--- config.mk ---
export PLATFORM = sky130hd
export DESIGN_NAME = bin_to_bcd_seq_flat
export DESIGN_NICKNAME = d
export VERILOG_FILES = /design/src/rtl/bin_to_bcd_seq_if.sv /design/src/rtl/bin_to_bcd_seq.sv /design/src/flat_wrapper.sv
export SDC_FILE = /design/constraint.sdc
export NUM_CORES = 1
export LEC_CHECK = 0
export CORE_ASPECT_RATIO = 1.4
export CORE_MARGIN = 4
export CORE_UTILIZATION = 48
export DETAILED_ROUTE_END_ITERATION = 7
export PLACE_DENSITY = 0.75
export SYNTH_ARGS = -nofsm -noshare
export SYNTH_HDL_FRONTEND = slang
export SYNTH_SLANG_ARGS = --single-unit
--- constraint.sdc ---
create_clock -name iclk -period 1.53 [get_ports iclk]
set_clock_uncertainty 0.15 [all_clocks]
set_input_delay 0.153 -clock iclk [delete_from_list [all_inputs] [get_ports iclk]]
set_output_delay 0.153 -clock iclk [all_outputs]
set_load 0.005 [all_outputs]
--- src/rtl/bin_to_bcd_seq_if.sv ---
// bin_to_bcd_seq_if: start/busy/done handshake and result bus of the binary-to-BCD converter
interface bin_to_bcd_seq_if #(
  parameter int WIDTH  = 14,
  parameter int DIGITS = 4
);
  logic                  iStart;
  logic [WIDTH-1:0]      ivBin;
  logic                  oBusy;
  logic                  oDone;
  logic [4*DIGITS-1:0]   ovBCD;
  logic                  oOverflow;
  modport master (output iStart, ivBin, input oBusy, oDone, ovBCD, oOverflow);
  modport slave  (input iStart, ivBin, output oBusy, oDone, ovBCD, oOverflow);
endinterface

--- src/rtl/bin_to_bcd_seq.sv ---
// bin_to_bcd_seq: shift-and-add-3 binary-to-BCD converter, one bit per clock; define BCD_SATURATE_EN to saturate out-of-range values to all 9s
module bin_to_bcd_seq #(
  parameter int WIDTH  = 14,
  parameter int DIGITS = 4
) (
  input logic            iclk,
  input logic            iReset,
  bin_to_bcd_seq_if.slave bus
);
  localparam int BW = 4 * DIGITS;
  localparam int CW = $clog2(WIDTH + 1);
  typedef enum logic [1:0] {IDLE, CONV, DONE} state_t;
  state_t          state_q, state_d;
  logic [WIDTH-1:0] shift_q, shift_d;
  logic [BW-1:0]   scr_q, scr_d, adj, bcd_q, bcd_d;
  logic [CW-1:0]   cnt_q, cnt_d;
  logic            ovf_q, ovf_d, ovf_out_q, ovf_out_d, over;
`ifdef BCD_SATURATE_EN
  localparam logic [31:0] MAX_VAL = 32'(10 ** DIGITS - 1);
  assign over = 32'(bus.ivBin) > MAX_VAL;
`else
  assign over = 1'b0;
`endif
  always_comb begin
    adj = '0;
    for (int k = 0; k < DIGITS; k++)
      adj[4*k+:4] = scr_q[4*k+:4] >= 4'd5 ? scr_q[4*k+:4] + 4'd3 : scr_q[4*k+:4];
  end
  // the top bit of adj falls off on the shift, discarding the carry out of the top digit
  always_comb begin
    state_d   = state_q;
    shift_d   = shift_q;
    scr_d     = scr_q;
    cnt_d     = cnt_q;
    ovf_d     = ovf_q;
    bcd_d     = bcd_q;
    ovf_out_d = ovf_out_q;
    case (state_q)
      IDLE: if (bus.iStart) begin
        state_d = CONV;
        shift_d = bus.ivBin;
        scr_d   = '0;
        cnt_d   = CW'(WIDTH);
        ovf_d   = over;
      end
      CONV: begin
        shift_d = {shift_q[WIDTH-2:0], 1'b0};
        scr_d   = {adj[BW-2:0], shift_q[WIDTH-1]};
        cnt_d   = cnt_q - CW'(1);
        if (cnt_q == CW'(1)) begin
          state_d   = DONE;
          bcd_d     = ovf_q ? {DIGITS{4'h9}} : scr_d;
          ovf_out_d = ovf_q;
        end
      end
      default: state_d = IDLE;
    endcase
  end
  always_ff @(posedge iclk) begin
    if (iReset) begin
      state_q   <= IDLE;
      shift_q   <= '0;
      scr_q     <= '0;
      cnt_q     <= '0;
      ovf_q     <= 1'b0;
      bcd_q     <= '0;
      ovf_out_q <= 1'b0;
    end else begin
      state_q   <= state_d;
      shift_q   <= shift_d;
      scr_q     <= scr_d;
      cnt_q     <= cnt_d;
      ovf_q     <= ovf_d;
      bcd_q     <= bcd_d;
      ovf_out_q <= ovf_out_d;
    end
  end
  assign bus.oBusy     = state_q == CONV;
  assign bus.oDone     = state_q == DONE;
  assign bus.ovBCD     = bcd_q;
  assign bus.oOverflow = ovf_out_q;
endmodule

--- src/flat_wrapper.sv ---
// flat-port wrapper written by rule: the top's interface ports become plain ports
module bin_to_bcd_seq_flat 
#(
  parameter int WIDTH  = 14,
  parameter int DIGITS = 4
)
  (iclk, iReset, bus_iStart, bus_ivBin, bus_oBusy, bus_oDone, bus_ovBCD, bus_oOverflow);
  bin_to_bcd_seq_if #(.WIDTH(WIDTH), .DIGITS(DIGITS)) bus_i ();
  input logic iclk;
  input logic iReset;
  input wire logic [$bits(bus_i.iStart)-1:0] bus_iStart;
  input wire logic [$bits(bus_i.ivBin)-1:0] bus_ivBin;
  output wire logic [$bits(bus_i.oBusy)-1:0] bus_oBusy;
  output wire logic [$bits(bus_i.oDone)-1:0] bus_oDone;
  output wire logic [$bits(bus_i.ovBCD)-1:0] bus_ovBCD;
  output wire logic [$bits(bus_i.oOverflow)-1:0] bus_oOverflow;
  assign bus_i.iStart = bus_iStart;
  assign bus_i.ivBin = bus_ivBin;
  assign bus_oBusy = bus_i.oBusy;
  assign bus_oDone = bus_i.oDone;
  assign bus_ovBCD = bus_i.ovBCD;
  assign bus_oOverflow = bus_i.oOverflow;
  bin_to_bcd_seq #(.WIDTH(WIDTH), .DIGITS(DIGITS)) u_core (.iclk(iclk), .iReset(iReset), .bus(bus_i));
endmodule
# Word level (Yosys, flattened, before mapping)
# Index checks and enable logic that the tools add are counted.
# word_totals
reg_bits	52
input_bits	17
output_inout_bits	19
elab_cells	37
# classes
add_sub_neg	5
n_lt_le_gt_ge	4
n_eq_ne	5
n_mux	13
n_reduce_logical	5
# op_table
cell	count
one-hot mux 16 bit (2 select lines)	1
one-hot mux 14 bit (2 select lines)	1
>= comparator 4 x 3 -> 1 bit (second input constant)	4
two-way mux 16 bit	1
two-way mux 4 bit	4
two-way mux 14 bit	1
adder 4 x 2 -> 4 bit (second input constant)	3
one-hot mux 4 bit (2 select lines)	1
AND reduction 2 bit	3
equality test 4 x 1 -> 1 bit (second input constant)	1
two-way mux 2 bit	2
one-hot mux 2 bit (2 select lines)	1
subtractor 4 x 1 -> 4 bit (second input constant)	1
adder 3 x 2 -> 3 bit (second input constant)	1
two-way mux 3 bit	1
equality test 2 x 1 -> 1 bit (second input constant)	1
equality test 2 bit (second input constant)	1
zero test 2 bit	1
inequality test 2 x 1 -> 1 bit (second input constant)	1
inequality test 2 bit (second input constant)	1
nonzero test 2 bit	1

# Logic depth before layout (Yosys ltp)
# Gate-level depths: netlist (run 1).
# depth
word_depth	3
depth_mapped	7
depth_no_buf	6

# Worst setup path after synthesis (run 1)
# OpenSTA, ideal clock, no wires.
# synth_path
path_type	register to register
start	reg u_core.scr_q[0]
end	reg u_core.bcd_q[2] (netlist: u_core.bus.ovBCD[2])
setup_ns	0.075
t_arrival_ns	1.369
required_ns	1.305
setup_slack_ns	-0.064
path_stages_with_launch	7
path_cell_list	dfxtp_1 inv_1 ha_1 nand2b_1 a21oi_1 mux2_2 o22ai_1
# synth_via
elab_chain_cells	2
# synth_lines
element	line	source
start: declaration	bin_to_bcd_seq.sv:15	logic [BW-1:0] scr_q, scr_d, adj, bcd_q, bcd_d;
start signal: assignment	bin_to_bcd_seq.sv:71	scr_q <= scr_d;
adder 4 x 2 -> 4 bit / >= comparator 4 x 3 -> 1 bit (equally long branches)	bin_to_bcd_seq.sv:27	adj[4*k+:4] = scr_q[4*k+:4] >= 4'd5 ? scr_q[4*k+:4] + 4'd3 : scr_q[4*k+:4];
two-way mux 4 bit (*)	bin_to_bcd_seq.sv:27	
end signal: assignment	bin_to_bcd_seq.sv:66	bcd_q <= '0;
end signal: assignment	bin_to_bcd_seq.sv:74	bcd_q <= bcd_d;
end: declaration	bin_to_bcd_seq.sv:15	
# Every way passes the cells marked *; elsewhere a longest branch is shown, timed or not.
# A chain may end at the register's enable or synchronous reset.

# Worst setup path in the final report (run 1)
# layout_path
start	reg u_core.scr_q[9]
end	reg u_core.bcd_q[10] (netlist: u_core.bus.ovBCD[10])
# The elaborated chain is that of the path after synthesis.

==> flow_metrics.tcl, run 1 <==
set metrics [dict create \
    layout_min_cycle_time_ns 1.56 \
    fin_ws_ns -0.0287 \
    grtUsageMet3_pct 4.17 \
    htree_levels 2 \
    max_freq_mhz 642 \
    yosysTopAreaCell "dfxtp_1" \
    core_area_um2 4880 \
    routed_wl_mm 6.74 \
    synth_edf_count 0 \
    power.density_nw_per_um2 845 \
    grtUsageMet2_pct 33.1 \
    r2r_cells 6 \
    cts_tree "done" \
    busiest_layer "met2" \
    placed_cell_area_um2 3140 \
    drv_slew 0 \
    cts_inserted_buffers 5 \
    layout.nets 391 \
    hold_depth 3 \
    ys_ff_latch 52 \
    clk_latency_ns 0.31 \
    hp-class "in2reg" \
    synthFlopType "dfxtp_1" \
    initial_core_util_pct 49.6 \
    drtAntennaViolNets 0 \
    async_flop_share_pct 0 \
    critPathSlowestCell "dfxtp_4" \
    drtIter0Drc 146 \
    cap_violations 0 \
    start_kind "flip-flop" \
    vias_per_cell 5.38 \
    drive_gt1_share_pct 40.9 \
    gr-total-overflow 0 \
    setup_viol 5 \
    port_buffers 34 \
    seqPwrFrac_pct 46.3 \
    drc_errors 0 \
    hpwlAfterDp_mm 4.09 \
    p_leak_nw 1.45 \
    ys_top_cells_by_area "dfxtp_1 (43%), ha_1 (5.2%), nor2_1 (5.1%)" \
    clk_pin_slew_worst_paths_ns 0.09 \
    peakVddDrop_mv 0.774 \
    worstPathCellList "inv_4, ha_4, nand2b_4, a21oi_4, mux2_4, o22ai_2" \
    syn_inst 275 \
    cp.required_ns 1.63 \
    pwr-share-clk_pct 34.4 \
    p_int_mw 2.40 \
    grt_pass1_wl_mm 9.51 \
    die_w_um 68.0 \
    cts_root_buf "clkbuf_8" \
    synth_fp_nets 302 \
    arrival_ns 1.66 \
    syn_to_final_growth_pct 55.6 \
    use_met1_pct 23.3 \
    ys_warn_count 0 \
    gr-usage-all-layers_pct 19.5 \
    sw_frac_of_total_pct 24.7 \
    grt_pass1_vias 2158 \
    syn_area_per_cell_um2 8.81 \
    switchingPower_uw 788 \
    status "finished, violations left" \
    fin_util_pct 77.3 \
    critPathMaxStageDelay_ns 0.38 \
    comb_power_share_pct 19.3 \
    design_area_um2 3770 \
    syn-cell-area_um2 2420 \
    clockBufferDepth 2 \
    dp_slack_ns -0.161 \
    yosys.area.top_type_share_pct 43.0 \
    period_share_pct 102 \
    crit_type "reg2reg" \
    hold_violations 0 \
    pin_count 36 \
    cts.sinks 52 \
    ys_seq_area_share_pct 43.0 \
    grt_start_max_net_pins 19 \
    core.rowCount 30 \
    end_kind "flip-flop" \
    dr.pass1.iters 4 \
    worst-path-max-fanout 3 \
    gp_congestion 0.878 \
    antenna_cells 0 \
    die_area_um2 6260 \
    vias 2304 \
    antenna_found_initial 0 \
    avgRoutedWirePerCell_um 15.7 \
    ys_types 41 \
    chipHeight_um 92.1 \
    grt_setup_unrepaired "yes" \
    violations "setup timing" \
    power_mw 3.19 \
]
worst paths after layout:
kind | startpoint | endpoint | slack (ns)
hold / removal | bus_ivBin[6] | u_core.shift_q[6] | 0.26
hold reg to reg | u_core.scr_q[13] | u_core.scr_q[13] | 0.31
setup reg to reg | u_core.scr_q[9] | u_core.bus.ovBCD[10] | -0.03
setup / recovery | u_core.scr_q[9] | u_core.bus.ovBCD[10] | -0.03
power by group through the flow:
stage | logic, mW | registers, mW | clock network, mW
2_1_floorplan | 0.300 | 1.49 | 0
3_3_place_gp | 0.495 | 1.50 | 0
3_5_place_dp | 0.504 | 1.50 | 0
4_1_cts | 0.530 | 1.47 | 1.11
5_1_grt | 0.670 | 1.48 | 1.16
6_report | 0.616 | 1.47 | 1.10
through the flow:
step,TNS [ns],hold slack [ns],cells
2_1_floorplan,-0.00821,0.128,275
3_3_place_gp,-2.33,0.292,402
3_5_place_dp,-3.50,0.297,402
4_1_cts,-0.0653,0.265,416
5_1_grt,-0.548,0.263,428
6_report,-0.0788,0.259,428
cell type report:
type | count | area [µm²]
fillers | 327 | 1110
flip-flops and latches | 52 | 1070
clock inverters | 2 | 60.1
repair buffers | 102 | 928
clock buffers | 5 | 68.8
inverters | 13 | 53.8
well taps | 64 | 80.1
multi-input cells | 190 | 1510
layout by cell type (no fill, tap or decap), types with 6 or more instances in the layout:
cell / Yosys / final
inv_2: 1 / 6
o21ai_0: 14 / 7
o21ai_1: 1 / 7
o22ai_2: 0 / 6
dfxtp_1: 52 / 38
nand2_1: 27 / 27
nand2b_1: 14 / 9
clkdlybuf4s50_1: 0 / 32
nor3b_1: 8 / 6
a21oi_1: 17 / 13
buf_4: 6 / 59
nor2_1: 33 / 30
dfxtp_2: 0 / 10
synthesized netlist by cell type, drive strengths merged, types with 2 or more instances:
cell type	count
a311oi	7
nand2b	15
a211oi	10
a32o	4
o32ai	4
a21oi	17
nor2b	5
dfxtp	52
o22ai	8
nand2	27
mux2	4
nor2	34
nor3b	8
xnor2	4
inv	13
nor3	4
a22o	2
o21ai	15
ha	10
buf	19
worst max-delay path, delay by kind of cell, from the launching register on:
kind,cells,cell delay (ns)
adders and majority gates,1,0.15
buffers and inverters,1,0.05
muxes,1,0.33
DFF,1,0.38
and+or+nand+nor,1,0.15
AOI/OAI and AO/OA,2,0.29
sequential cells by signal (all words and copies together), names as in the netlist:
signal            count
u_core.cnt_q          4
u_core.scr_q         16
u_core.shift_q       14
u_core.state_q        2
u_core.bus.ovBCD     16
metal layers:
metal	part of all wire [%]	up-vias	wire, µm
met1	41	1101	2780
met4	1.9	0	131
met3	4.6	13	307
met5	0	-	0
li1	-	1132	-
met2	52	58	3510
repair_timing:
action                                  4_1_cts  5_1_grt
gates resized for setup                      39       52
pin swaps                                    12       15
gates cloned                                  0        2
endpoints found under the setup margin       25       43
hold buffers                                  0        0
setup buffers                                 7       12
cell families (layout without fill, tap and decap cells):
kind of cell / after synthesis / count (layout) / share of synthesized area, %
AO/OA/AOI/OAI: 72 / 72 / 20.5
XOR/XNOR: 5 / 5 / 1.81
adder cells (fa/ha/maj): 10 / 10 / 5.17
buffers and inverters: 33 / 122 / 7.39
flip-flops: 52 / 52 / 43.0
multiplexers: 5 / 5 / 2.27
other: 1 / 1 / 0.155
AND/OR/NAND/NOR: 97 / 97 / 19.8
Note: power is estimated with default switching activity, not from simulation.
==> run 2, diff against run 1 <==
CTS_CLUSTER_SIZE = 25   (was unset)
MAX_ROUTING_LAYER = met4   (was unset)
==> run 2 against run 1 <==
Net effect: worst setup slack worse by 0.00055 ns; design area stayed put; critical endpoint unchanged; the flow still finishes with violations (setup timing); combinational power hardly changed; largest cell class unchanged.
==> flow_metrics.tcl, run 2 (synthesis results as in run 1) <==
set metrics [dict create \
    layout_common_cells "buf_4 (59), dfxtp_1 (38), clkdlybuf4s50_1 (32)" \
    topRoutingLayerUsed "met4" \
    clockBufferDepth 2 \
    worst-path-max-fanout 3 \
    cts.sinks 52 \
    fin_ws_ns -0.0292 \
    cts_root_buf "clkbuf_8" \
    power.density_nw_per_um2 847 \
    drc_errors 0 \
    crit_type "reg2reg" \
    antenna_found_initial 0 \
    start_kind "flip-flop" \
    hpwlAfterDp_mm 4.09 \
    grt_pass1_wl_mm 9.53 \
    grt_start_max_net_pins 19 \
    setup_viol 4 \
    die_w_um 68.0 \
    status "finished, violations left" \
    core_area_um2 4880 \
    gr-usage-all-layers_pct 20.1 \
    cts_tree "done" \
    cts_inserted_buffers 5 \
    seqPwrFrac_pct 46.2 \
    peakVddDrop_mv 0.775 \
    drtIter0Drc 131 \
    drtAntennaViolNets 0 \
    die_area_um2 6260 \
    p_leak_nw 1.45 \
    routed_wl_mm 6.73 \
    grt_pass1_vias 2151 \
    end_kind "flip-flop" \
    clk_latency_ns 0.31 \
    gp_congestion 0.893 \
    initial_core_util_pct 49.6 \
    port_buffers 34 \
    vias 2310 \
    drive_gt1_share_pct 40.9 \
    final_common_cell "buf_4" \
    htree_levels 2 \
    pwr-share-clk_pct 34.5 \
    dp_slack_ns -0.161 \
    fin_hold_ws_ns 0.259 \
    antenna_cells 0 \
    syn_to_final_growth_pct 55.6 \
    dr.pass1.iters 4 \
    vias_per_cell 5.40 \
    max_freq_mhz 641 \
    pin_count 36 \
    arrival_ns 1.66 \
    clk_pin_slew_worst_paths_ns 0.09 \
    layout_min_cycle_time_ns 1.56 \
    wl_met1_mm 2.84 \
    avgRoutedWirePerCell_um 15.7 \
    switchingPower_uw 794 \
    holdBufCountCts 0 \
    gr-total-overflow 0 \
    hp-class "in2reg" \
    wl_met3_um 263 \
    period_share_pct 102 \
    core.rowCount 30 \
    cp.required_ns 1.63 \
    layout.nets 391 \
    chipHeight_um 92.1 \
    violations "setup timing" \
    cap_violations 0 \
    drv_slew 0 \
    p_int_mw 2.40 \
    hold_violations 0 \
    wl_met2_mm 3.48 \
    sw_frac_of_total_pct 24.9 \
    comb_power_share_pct 19.3 \
    grt_setup_unrepaired "yes" \
]
run 2: cell counts in the layout (fill, tap and decap cells not counted):
No cell type changed its count.
run 2: final cells by class:
type                    count  area (µm²)
fillers                   327        1110
multi-input cells         190        1510
repair buffers            102         928
clock inverters             2        60.1
flip-flops and latches     52        1070
inverters                  13        53.8
clock buffers               5        68.8
well taps                  64        80.1
run 2: layer usage:
layer | global-route usage [%] | up-vias
met4 | 7.63 | 0
met3 | 4.17 | 17
li1 | - | 1131
met1 | 23.6 | 1108
met5 | - | -
met2 | 32.9 | 54
run 2: path summary, 6_finish.rpt:
path / slack, ns / from / cells after the start / endpoint
worst min-delay path: 0.26 / bus_ivBin[6] / 3 / u_core.shift_q[6]
worst min register to register: 0.31 / u_core.scr_q[13] / 2 / u_core.scr_q[13]
worst max-delay path: -0.03 / u_core.scr_q[9] / 6 / u_core.bus.ovBCD[10]
worst max register to register: -0.03 / u_core.scr_q[9] / 6 / u_core.bus.ovBCD[10]
run 2: power groups by stage:
| stage | combinational [mW] | sequential (mW) | clock, mW |
|---|---|---|---|
| 2_1_floorplan | 0.300 | 1.49 | 0 |
| 3_3_place_gp | 0.495 | 1.50 | 0 |
| 3_5_place_dp | 0.504 | 1.50 | 0 |
| 4_1_cts | 0.530 | 1.47 | 1.11 |
| 5_1_grt | 0.670 | 1.48 | 1.16 |
| 6_report | 0.617 | 1.48 | 1.10 |
run 2: critical path: stages, from the launching register on:
cell	delay, ns
dfxtp_4	0.38
inv_4	0.05
ha_4	0.15
nand2b_4	0.15
a21oi_4	0.16
mux2_4	0.33
o22ai_2	0.13
run 2: what timing repair did:
action | in CTS | in global routing
endpoints found under the setup margin | 25 | 43
gates cloned | 0 | 2
resized for setup | 39 | 52
pin swaps | 12 | 15
buffers inserted | 7 | 12
run 2: per-stage QoR:
stage                     TNS (ns)  area [µm²]  cells  total power, mW  utilization, %
after floorplan           -0.00821        2450    275             1.79               -
after global placement       -2.33        3140    402             1.99            64.3
after detailed placement     -3.50        3140    402             2.01            64.3
after CTS                  -0.0653        3450    416             3.11            70.6
after global routing        -0.556        3770    428             3.31            77.3
final                      -0.0645        3770    428             3.19            77.3
